[config.mk]
export PLATFORM = sky130hd
export DESIGN_NAME = rx_line_cond
export DESIGN_NICKNAME = d
export VERILOG_FILES = /design/src/rtl/uart_pkg.sv /design/src/rtl/uart_sync.sv /design/src/rtl/rx_line_cond.sv
export SDC_FILE = /design/constraint.sdc
export NUM_CORES = 1
export LEC_CHECK = 0
export BUFFER_PORTS_ARGS = -buffer_cell sky130_fd_sc_hd__buf_2
export CORE_ASPECT_RATIO = 0.75
export CORE_MARGIN = 10
export CORE_UTILIZATION = 58
export CTS_CLUSTER_SIZE = 12
export DETAILED_ROUTE_END_ITERATION = 6
export GPL_ROUTABILITY_DRIVEN = 1
export HOLD_SLACK_MARGIN = 0.1
export PLACE_DENSITY = 0.81
export REMOVE_ABC_BUFFERS = 1
export SLEW_MARGIN = 20
export SYNTH_ARGS = -nofsm -noshare
export SYNTH_HDL_FRONTEND = slang
export SYNTH_HIERARCHICAL = 1
export SYNTH_SLANG_ARGS = --single-unit
[constraint.sdc]
create_clock -name rx_clk -period 4.1 [get_ports rx_clk]
set_input_delay 0.615 -clock rx_clk [delete_from_list [all_inputs] [get_ports rx_clk]]
set_output_delay 0.615 -clock rx_clk [all_outputs]
set_load 0.02 [all_outputs]
[src/rtl/uart_pkg.sv]
// ============================================================================
// Module      : uart_pkg
// Description : Shared UART constants used by the line conditioner and the
//               receiver.
// Revision    : 1.0 - initial release
// ============================================================================
`default_nettype none

package uart_pkg;

    localparam int UART_OVERSAMPLE = 8;
    localparam int UART_BREAK_BITS = 10;
    localparam int UART_IDLE_BITS  = 10;
    localparam int GLITCH_CNT_W    = 8;

    function automatic int max_int(input int a, input int b);
        return (a > b) ? a : b;
    endfunction

endpackage

`default_nettype wire

[src/rtl/uart_sync.sv]
// ============================================================================
// Module      : uart_sync
// Description : Parameterised flop-chain synchroniser for asynchronous pins,
//               reset to 1 (UART idle level).
// Revision    : 1.0 - initial release
// ============================================================================
`default_nettype none

module uart_sync #(
    parameter int STAGES = 2
) (
    input  logic clk,
    input  logic rst,
    input  logic d_i,
    output logic q_o
);

    logic [STAGES-1:0] sync_q;

    always_ff @(posedge clk or negedge rst) begin
        if (!rst) begin
            sync_q <= '1;
        end else begin
            sync_q <= {sync_q[STAGES-2:0], d_i};
        end
    end

    assign q_o = sync_q[STAGES-1];

endmodule

`default_nettype wire

[src/rtl/rx_line_cond.sv]
// ============================================================================
// Module      : rx_line_cond
// Description : UART receive-pin conditioner: synchronise, deglitch, and flag
//               idle / break / start edges in the oversample clock domain.
// Revision    : 1.0 - initial release
// ============================================================================
`default_nettype none

module rx_line_cond
    import uart_pkg::*;
#(
    parameter int SYNC_STAGES = 2,
    parameter int FILT_LEN    = 3,
    parameter int OVERSAMPLE  = UART_OVERSAMPLE,
    parameter int BREAK_BITS  = UART_BREAK_BITS,
    parameter int IDLE_BITS   = UART_IDLE_BITS
) (
    input  logic                    rst,
    input  logic                    rx_clk,
    input  logic                    rx_pin,
    input  logic                    en,
    input  logic                    glitch_clr,
    output logic                    rx_line,
    output logic                    start_edge,
    output logic                    line_idle,
    output logic                    line_break,
    output logic                    brk_start,
    output logic [GLITCH_CNT_W-1:0] glitch_cnt
);

    localparam int RUN_MAX_I = max_int(BREAK_BITS * OVERSAMPLE, IDLE_BITS * OVERSAMPLE);
    localparam int RUN_W     = $clog2(RUN_MAX_I) + 1;
    localparam int DIFF_W    = $clog2(FILT_LEN);

    localparam logic [RUN_W-1:0]        C_RUN_MAX   = RUN_W'(RUN_MAX_I);
    localparam logic [RUN_W-1:0]        C_IDLE_CYC  = RUN_W'(IDLE_BITS * OVERSAMPLE);
    localparam logic [RUN_W-1:0]        C_BRK_CYC   = RUN_W'(BREAK_BITS * OVERSAMPLE);
    localparam logic [RUN_W-1:0]        C_BRK_CLR   = RUN_W'(OVERSAMPLE);
    localparam logic [DIFF_W-1:0]       C_DIFF_LAST = DIFF_W'(FILT_LEN - 1);
    localparam logic [GLITCH_CNT_W-1:0] C_GLT_MAX   = '1;

    logic                    w_s;
    logic                    w_glitch;

    logic                    rx_line_q,    rx_line_d;
    logic [DIFF_W-1:0]       diff_q,       diff_d;
    logic [RUN_W-1:0]        run_q,        run_d;
    logic                    idle_q,       idle_d;
    logic                    break_q,      break_d;
    logic                    start_q,      start_d;
    logic                    brk_start_q,  brk_start_d;
    logic [GLITCH_CNT_W-1:0] glitch_cnt_q, glitch_cnt_d;

    uart_sync #(
        .STAGES (SYNC_STAGES)
    ) u_sync (
        .clk (rx_clk),
        .rst (rst),
        .d_i (rx_pin),
        .q_o (w_s)
    );

    always_comb begin
        rx_line_d   = rx_line_q;
        diff_d      = diff_q;
        run_d       = run_q;
        idle_d      = idle_q;
        break_d     = break_q;
        start_d     = 1'b0;
        brk_start_d = 1'b0;
        w_glitch    = 1'b0;

        if (!en) begin
            rx_line_d = 1'b1;
            diff_d    = '0;
            run_d     = '0;
            idle_d    = 1'b0;
            break_d   = 1'b0;
        end else begin
            if (w_s != rx_line_q) begin
                if (diff_q == C_DIFF_LAST) begin
                    rx_line_d = w_s;
                    diff_d    = '0;
                end else begin
                    diff_d = diff_q + 1'b1;
                end
            end else begin
                diff_d   = '0;
                w_glitch = (diff_q != '0);
            end

            if (rx_line_d != rx_line_q) begin
                run_d = RUN_W'(1);
            end else if (run_q != C_RUN_MAX) begin
                run_d = run_q + 1'b1;
            end

            // Flags track the level being committed this edge, so they
            // switch on the same edge as rx_line.
            if (rx_line_d) begin
                if (run_d >= C_IDLE_CYC) begin
                    idle_d = 1'b1;
                end
                if (break_q && (run_d >= C_BRK_CLR)) begin
                    break_d = 1'b0;
                end
            end else begin
                idle_d = 1'b0;
                if (!break_q && (run_d >= C_BRK_CYC)) begin
                    break_d     = 1'b1;
                    brk_start_d = 1'b1;
                end
            end

            start_d = rx_line_q & ~rx_line_d & ~break_q;
        end
    end

    always_comb begin
        glitch_cnt_d = glitch_cnt_q;
        if (glitch_clr) begin
            glitch_cnt_d = '0;
        end else if (w_glitch && (glitch_cnt_q != C_GLT_MAX)) begin
            glitch_cnt_d = glitch_cnt_q + 1'b1;
        end
    end

    always_ff @(posedge rx_clk or negedge rst) begin
        if (!rst) begin
            rx_line_q    <= 1'b1;
            diff_q       <= '0;
            run_q        <= '0;
            idle_q       <= 1'b0;
            break_q      <= 1'b0;
            start_q      <= 1'b0;
            brk_start_q  <= 1'b0;
            glitch_cnt_q <= '0;
        end else begin
            rx_line_q    <= rx_line_d;
            diff_q       <= diff_d;
            run_q        <= run_d;
            idle_q       <= idle_d;
            break_q      <= break_d;
            start_q      <= start_d;
            brk_start_q  <= brk_start_d;
            glitch_cnt_q <= glitch_cnt_d;
        end
    end

    assign rx_line    = rx_line_q;
    assign start_edge = start_q;
    assign line_idle  = idle_q;
    assign line_break = break_q;
    assign brk_start  = brk_start_q;
    assign glitch_cnt = glitch_cnt_q;

endmodule

`default_nettype wire

==> results.json <==
{
  "required_ns": 4.34,
  "grt_use_met2_pct": 19.6,
  "synth_top_area_cell": "dfrtp_1",
  "tritoncts": "yes",
  "met3_usage_pct": 4.47,
  "dr.pass1.iters": 4,
  "period_minus_slack_ns": 2.02,
  "cts_max_level": 1,
  "arrival_ns": 2.25,
  "ios": 18,
  "p_per_area_nw_per_um2": 292,
  "grt.busiest_layer": "met2",
  "cts_made_buffers": 3,
  "port_buffers": 17,
  "cts_hold_buffers": 0,
  "cts_resized": 0,
  "max_freq_mhz": 495,
  "yosysMostFrequentCell": "dfrtp_1",
  "cp_cell_sequence": "nor2b_1, mux2i_1, ha_1, inv_1, a211oi_2, nor3_1, nor3b_1",
  "grt_util_met1_pct": 16.1,
  "grt_max_degree": 26,
  "synth.distinct_cells": 37,
  "yosysSeqAreaShare_pct": 50.9,
  "async_flop_share_pct": 100,
  "clk_pin_slew_ns": 0.14,
  "path_class": "flip-flop to flip-flop",
  "syn_to_final_growth_pct": 10.9,
  "slowest_delay_ns": 0.43,
  "die_area_sq_um": 4400,
  "wl_mm": 2.64,
  "synth_edf_count": 0,
  "synthCells": 118,
  "vias": 957,
  "clock_latency_ns": 0.32,
  "die_y_um": 60.0,
  "synth_area_sq_um": 1240,
  "end_kind": "flip-flop",
  "synth-seq-cells": 25,
  "drt_iter0_markers": 59,
  "synth_flop_cell": "dfrtp_1",
  "status": "finished clean",
  "skew_ns": 0.00822,
  "drv_cap": 0,
  "core-area_sq_um": 2010,
  "drc": 0,
  "setup_violations": 0,
  "final.setup.tns_ns": 0,
  "crit_path_max_fanout": 5,
  "post-dp-hpwl_mm": 2.04,
  "ir_drop_mv": 0.235,
  "drt-vias-per-instance": 5.94,
  "place_congestion": 0.848,
  "die_w_um": 73.3,
  "cts.sink_count": 25,
  "rows": 14,
  "start_util_pct": 61.4,
  "hold_viol_final": 0,
  "p_leak_nw": 0.650,
  "rsz0062_at_grt": "false",
  "synth_area_leaders": "dfrtp_1 (45%), dfstp_2 (6.4%), xnor2_1 (5.0%)",
  "post_cts_buffers": 0,
  "antenna_cells": 0,
  "period_share_pct": 49.2,
  "cts_root_buf": "clkbuf_4",
  "grt_pass1_wl_mm": 4.33,
  "drive_gt1_share_pct": 20.4,
  "final_nets": 147,
  "antenna_found_initial": 0,
  "crit_slowest_cell": "dfrtp_1",
  "start_kind": "flip-flop",
  "wl_per_cell_um": 16.4,
  "clock_path_buffers": 2,
  "hold_ws_ns": 0.252,
  "synth_top_area_share_pct": 44.5,
  "synth_common_cells": "dfrtp_1 (22), nor2_1 (16), nand2_1 (8)",
  "fillers": 160,
  "ys_warn_count": 6,
  "grt_usage_pct": 12.4,
  "drtAntennaViolNets": 0,
  "avgSynthCellArea_sq_um": 10.5,
  "slew_violations": 0,
  "maxSlewHeadroom_pct": 64.0,
  "tightest_slew_ns": 0.540,
  "grt_pass1_vias": 927,
  "hold_path_class": "primary input to asynchronous set/reset pin",
  "grt_overflow": 0
}
==> report_power, final <==
group / total [mW] / switching, mW / internal, mW
logic: 0.0315 / 0.0208 / 0.0108
registers: 0.261 / 0.00751 / 0.253
clock network: 0.109 / 0.0722 / 0.0365
total: 0.401 / 0.101 / 0.300
==> placed cells by master (no fill, tap or decap), drive strengths merged, types with 3 or more instances in the layout <==
| cell type | count |
|---|---|
| a211oi | 3 |
| buf | 17 |
| clkbuf | 3 |
| dfrtp | 22 |
| dfstp | 3 |
| ha | 4 |
| inv | 4 |
| nand2 | 8 |
| nand3 | 7 |
| nand4 | 4 |
| nor2 | 16 |
| nor3 | 3 |
| o21ai | 3 |
| xnor2 | 7 |
| xor2 | 6 |
==> path summary, 6_finish.rpt <==
kind	startpoint	endpoint	slack (ns)	cells after the start
max in group asynchronous	rst	rx_line$_DFF_PN1_	3.48	1
worst min-delay path	rst	line_idle$_DFFE_PN0P_	0.25	1
worst min register to register	u_sync/sync_q[0]$_DFF_PN1_	u_sync/sync_q[1]$_DFF_PN1_	0.37	0
min in group rx_clk	u_sync/sync_q[0]$_DFF_PN1_	u_sync/sync_q[1]$_DFF_PN1_	0.37	0
worst max register to register	diff_q[0]$_DFF_PN0_	line_idle$_DFFE_PN0P_	2.08	7
worst max-delay path	diff_q[0]$_DFF_PN0_	line_idle$_DFFE_PN0P_	2.08	7
==> final cells by class <==
| class | instances | area (sq um) | share of cell area, % |
|---|---|---|---|
| Sequential cell | 25 | 629 | 45.9 |
| Multi-Input combinational cell | 87 | 584 | 42.6 |
| Timing Repair Buffer | 17 | 85.1 | 6.20 |
| Tap cell | 24 | 30.0 | 2.19 |
| Clock buffer | 3 | 22.5 | 1.64 |
| Inverter | 4 | 15.0 | 1.09 |
| Clock inverter | 1 | 5.00 | 0.365 |
==> metal layers <==
metal	wire, um	vias up
li1	-	463
met1	1260	464
met2	1160	26
met3	184	4
met4	27	0
met5	0	-
==> state kept, by name, indices dropped and copies added (netlist names) <==
signal         cells
brk_start          1
diff_q             2
glitch_cnt         8
line_break         1
line_idle          1
run_q              8
rx_line            1
start_edge         1
u_sync/sync_q      2
==> cell families after synthesis <==
group           after synthesis  share of synthesized area [%]
simple gates                 54                           23.7
flops                        25                           50.9
compound gates               14                           8.70
xor+xnor                     13                           9.21
buf+inv                       6                           1.82
fa+ha+maj                     4                           4.05
mux                           2                           1.62
==> metrics by stage <==
step | cell area (sq um) | util [%] | power, mW | setup slack (ns) | instances
after global routing | 1370 | 68.1 | 0.418 | 1.86 | 161
final | 1370 | 68.1 | 0.401 | 2.08 | 161
after CTS | 1370 | 68.1 | 0.405 | 2.08 | 161
after floorplan | 1230 | - | 0.281 | 2.31 | 116
after detailed placement | 1340 | 66.7 | 0.297 | 2.11 | 157
after global placement | 1340 | 66.7 | 0.295 | 2.18 | 157
==> worst max-delay path: cells and delay by family (launching register included) <==
kind	cells	cell delay, ns
mux	1	0.43
buf+inv	1	0.09
compound gates	1	0.28
fa+ha+maj	1	0.24
flops	1	0.43
simple gates	3	0.46
(Power assumes the default switching activity.)
